--- src/rtl/reg_file_sb.sv ---
// reg_file_sb: register file with a per-register pending scoreboard, optional write bypass and hardwired zero register.
module reg_file_sb #(
   parameter int DATA_W   = 32,
   parameter int ADDR_W   = 5,
   parameter int ZERO_REG = 1,
   parameter int BYPASS   = 1
) (
   input  logic              clk,
   input  logic              rst_n,
   input  logic              RegWrite,
   input  logic [ADDR_W-1:0] WriteReg,
   input  logic [DATA_W-1:0] WriteData,
   input  logic [ADDR_W-1:0] ReadReg1,
   input  logic [ADDR_W-1:0] ReadReg2,
   output logic [DATA_W-1:0] ReadData1,
   output logic [DATA_W-1:0] ReadData2,
   input  logic              Reserve,
   input  logic [ADDR_W-1:0] ReserveReg,
   output logic              Busy1,
   output logic              Busy2,
   output logic              ResvConflict,
   output logic [ADDR_W:0]   PendCount
);
   localparam int DEPTH = 2 ** ADDR_W;

   logic [DATA_W-1:0] mem [DEPTH];
   logic [DEPTH-1:0]  pend;
   logic [DEPTH-1:0]  pend_nx;
   logic [ADDR_W:0]   cnt_nx;
   logic              wr_ok;
   logic              rsv_ok;
   logic              byp1;
   logic              byp2;
   logic              z1;
   logic              z2;

   // Address 0 is invisible to writes and reservations when hardwired to zero.
   assign wr_ok  = RegWrite && !(ZERO_REG != 0 && WriteReg == '0);
   assign rsv_ok = Reserve && !(ZERO_REG != 0 && ReserveReg == '0);

   // Reservation is applied after the write clear so a same-register pair stays pending.
   always_comb begin
      pend_nx = pend;
      if (wr_ok) pend_nx[WriteReg] = 1'b0;
      if (rsv_ok) pend_nx[ReserveReg] = 1'b1;
      cnt_nx = '0;
      for (int i = 0; i < DEPTH; i++) cnt_nx = cnt_nx + (ADDR_W + 1)'(pend_nx[i]);
   end

   always_ff @(posedge clk or negedge rst_n) begin
      if (!rst_n) begin
         for (int i = 0; i < DEPTH; i++) mem[i] <= '0;
         pend         <= '0;
         ResvConflict <= 1'b0;
         PendCount    <= '0;
      end else begin
         if (wr_ok) mem[WriteReg] <= WriteData;
         pend         <= pend_nx;
         ResvConflict <= rsv_ok && pend[ReserveReg];
         PendCount    <= cnt_nx;
      end
   end

   // Reads are gated by rst_n so a write presented during reset is never forwarded.
   always_comb begin
      z1        = ZERO_REG != 0 && ReadReg1 == '0;
      z2        = ZERO_REG != 0 && ReadReg2 == '0;
      byp1      = BYPASS != 0 && wr_ok && ReadReg1 == WriteReg;
      byp2      = BYPASS != 0 && wr_ok && ReadReg2 == WriteReg;
      ReadData1 = (!rst_n || z1) ? '0 : byp1 ? WriteData : mem[ReadReg1];
      ReadData2 = (!rst_n || z2) ? '0 : byp2 ? WriteData : mem[ReadReg2];
      Busy1     = rst_n && !z1 && !byp1 && pend[ReadReg1];
      Busy2     = rst_n && !z2 && !byp2 && pend[ReadReg2];
   end
endmodule

--- config.mk ---
export PLATFORM = sky130hd
export DESIGN_NAME = reg_file_sb
export DESIGN_NICKNAME = d
export VERILOG_FILES = /design/src/rtl/reg_file_sb.sv
export SDC_FILE = /design/constraint.sdc
export NUM_CORES = 2
export LEC_CHECK = 0
export BUFFER_PORTS_ARGS = -buffer_cell sky130_fd_sc_hd__buf_2
export CORE_ASPECT_RATIO = 1.25
export CORE_UTILIZATION = 55
export DETAILED_ROUTE_END_ITERATION = 6
export HOLD_SLACK_MARGIN = 0.05
export PLACE_DENSITY = 0.74
export RECOVER_POWER = 50
export SKIP_CTS_REPAIR_TIMING = 1
export SLEW_MARGIN = 20
export SYNTH_ARGS = -nofsm -noshare
export SYNTH_HDL_FRONTEND = slang
export SYNTH_SLANG_ARGS = --single-unit
--- constraint.sdc ---
create_clock -name clk -period 4.8 [get_ports clk]
set_input_delay 0.72 -clock clk [delete_from_list [all_inputs] [get_ports clk]]
set_output_delay 0.72 -clock clk [all_outputs]
set_load 0.05 [all_outputs]
==> results.md <==
* Status: complete, but fails checks
* Failing checks: negative setup slack
* Post-synth EDFFs at 0
* CTS root buffer: clkbuf_16
* Post-DP HPWL at 96500 um
* Final period utilization at 103%
* Dominant cell type by area after synthesis: dfrtp_1
* Die height at 364 um
* Vias at 37.0k
* Die area at 106000 um2
* CP Cell Sequence: dlygate4sd3_1 > clkbuf_1 > o41ai_1 > buf_4 > a31oi_4 > buf_4 > a22o_1 > buf_2
* CTS clk-pin slew, worst paths at 60 ps
* Power consumption at 30.5 mW
* VDD IR-drop max at 1.25 mV
* Crit. End Element: output port
* Post-layout util at 62.1%
* Nets at 3965
* CP startpoint: rst_n
* Comb pwr share at 31.8%
* Worst setup path class: input port to output port
* Crit start category: input port
* Worst Hold Class: flop to flop
* Max-slew violation count at 0
* Rows at 132
* H-tree Lvls at 3
* Final Hold Viols at 0
* Crit Path Max Fanout at 26
* DRT iter0 DRCs at 3445
* RSZ-0062 raised after global routing: true
* CP bufs+invs at 5
* Ys async rst share at 100%
* Most common cell on crit path: buf_4
* Chip width at 292 um
* Commonest cells after routing, fill and taps aside: 1063 x dfrtp_1, 930 x mux2_2, 566 x mux4_2, 209 x nand2_1, 182 x buf_4
* CP required at 4080 ps
* Commonest non-fill, non-tap cell in the layout: dfrtp_1
* Max cap viols at 0
* Largest net degree at the start of global routing at 179
* Core footprint at 104000 um2
* Reg2reg start: pend[15]
* Net switching fraction of the power at 30.1%
* Pint at 21.3 mW
* Antenna violations before repair at 10
* Residual DRC at 0
* Synth Cell Area at 57700 um2
* Worst hold start: mem[1005]
* Sequential-to-total area share from yosys stat at 46.1%
* Syn Area/Cell at 14.9 um2
* Critical-path top delay cell: clkbuf_1
* Worst path max stage delay at 770 ps
* GRT Total Usage at 32.8%
* CTS tree: built
* Main flop type after synthesis: dfrtp_1
* Vias in the first global route at 38.9k
* Starting density of the core at 55.6%
* Worst slack at placement at -1050 ps
* CTS max path bufs at 3
* Synth Net Count at 3948
* Via density at 6.96
* PnR worst setup slack at -150 ps
* Worst skew pair latency at 710 ps
* Max_slew headroom at 27.1%
* Actual slew at the worst max-slew pin at 1090 ps
* Grt total ovfl at 0
* Worst EP arrival at 4230 ps
* Seq pwr share at 39.3%
* 1st-pass router iterations at 7
* Sink Count at 1063
* Mapped Cells at 3861
* Unique masters post-synth at 49
* Switching Power at 9.19 mW
* Gpl congestion at 0.892
* Register bit total from synthesis at 1063
* Drt wl/cell at 31.9 um
* Pwr dens at 473 nW/um2
* Synth top area cells: dfrtp_1 46%, mux4_2 22%, mux2_2 18%
* Layout area overhead at 11.7%
* Ys Warns at 0
* Top cell type's share of synthesized area at 46.1%
* Fmax at 202 MHz
* First-pass GRT wire length at 256000 um
* Final setup violation count at 6
* IO Pins at 129
* Cts bufs inserted at 104
* Delay-heaviest family, CP: buffers and inverters
* # port buffers at 128
* Period minus WS final at 4950 ps
* Antenna-violating nets left at 0
* Clock Skew at 9.51 ps
* Clock power share at 28.9%
* Total Wirelength at 170000 um
* Pleak at 28.8 nW
* Layout cell share with drive strength beyond 1 at 53.1%
per-layer routing:
layer,global-route usage (%),up-vias,routed length (um)
li1,-,14866,-
met1,43.1,19829,64000
met2,52.5,1757,81500
met3,6.44,492,15000
met4,16.5,8,8950
met5,0,-,44
per-stage QoR:
| stage | std cells | hold WS (ps) | setup TNS, ps | instance area, um2 |
|---|---|---|---|---|
| 3_5_place_dp | 5098 | 384 | -5140 | 60500 |
| 2_1_floorplan | 3861 | 424 | -3550 | 57900 |
| 3_3_place_gp | 5098 | 376 | -4760 | 60500 |
| 4_1_cts | 5293 | -197 | -1050 | 64100 |
| 5_1_grt | 5308 | 412 | -856 | 64400 |
| 6_report | 5310 | 394 | -512 | 64400 |
kinds of logic (layout without fill, tap and decap cells):
group / after synthesis / after routing / share of synthesized area, %
mux: 1632 / 1632 / 42.6
flops: 1063 / 1063 / 46.1
buf+inv: 482 / 588 / 3.62
simple gates: 332 / 332 / 2.37
compound gates: 308 / 308 / 4.13
fa+ha+maj: 31 / 31 / 0.984
xor+xnor: 13 / 13 / 0.197
other cells: 0 / 3 / 0
registers in the layout, indices dropped and copies added (netlist names):
name and flops:
mem 1024, ResvConflict 1, PendCount 6, pend 32
final cells by class:
type	instances	area [um2]
Clock inverter	45	563
Clock buffer	150	3110
Multi-Input combinational cell	2316	29500
Antenna cell	3	7.51
Sequential cell	1063	26600
Fill cell	7555	39300
Timing Repair Buffer	339	2810
Tap cell	1340	1680
Inverter	54	206
synth_stat cells (all sizes together) (5+ instances only):
library cell  count
a21oi             6
a31oi            32
xor2             11
clkbuf          271
mux4            566
o221ai            8
buf             157
ha                7
inv              53
o21ai            32
a22o             92
a21o             33
dfrtp          1063
mux2i           136
o22ai             5
nor3              6
mux2            930
nor3b             6
nand2           237
a221oi           60
nor2             57
a22oi            31
fa               24
path summary, 6_finish.rpt:
kind | end | slack, ps | depth (start not counted)
max in group asynchronous | mem[465] | 950 | 5
max | ReadData2[10] | -150 | 8
min reg2reg | mem[1005] | 390 | 0
max reg2reg | PendCount[4] | -10 | 14
min in group asynchronous | mem[30] | 730 | 2
min | mem[1005] | 390 | 0
power by group through the flow:
stage	sequential, mW	clock (mW)	combinational (mW)
final	12.0	8.80	9.71
after global placement	12.0	0	8.81
after CTS	12.0	8.90	9.15
after global routing	12.2	9.25	10.5
after floorplan	11.8	0	6.74
after detailed placement	12.1	0	9.10
No activity file was read; power rests on OpenSTA's default activity.
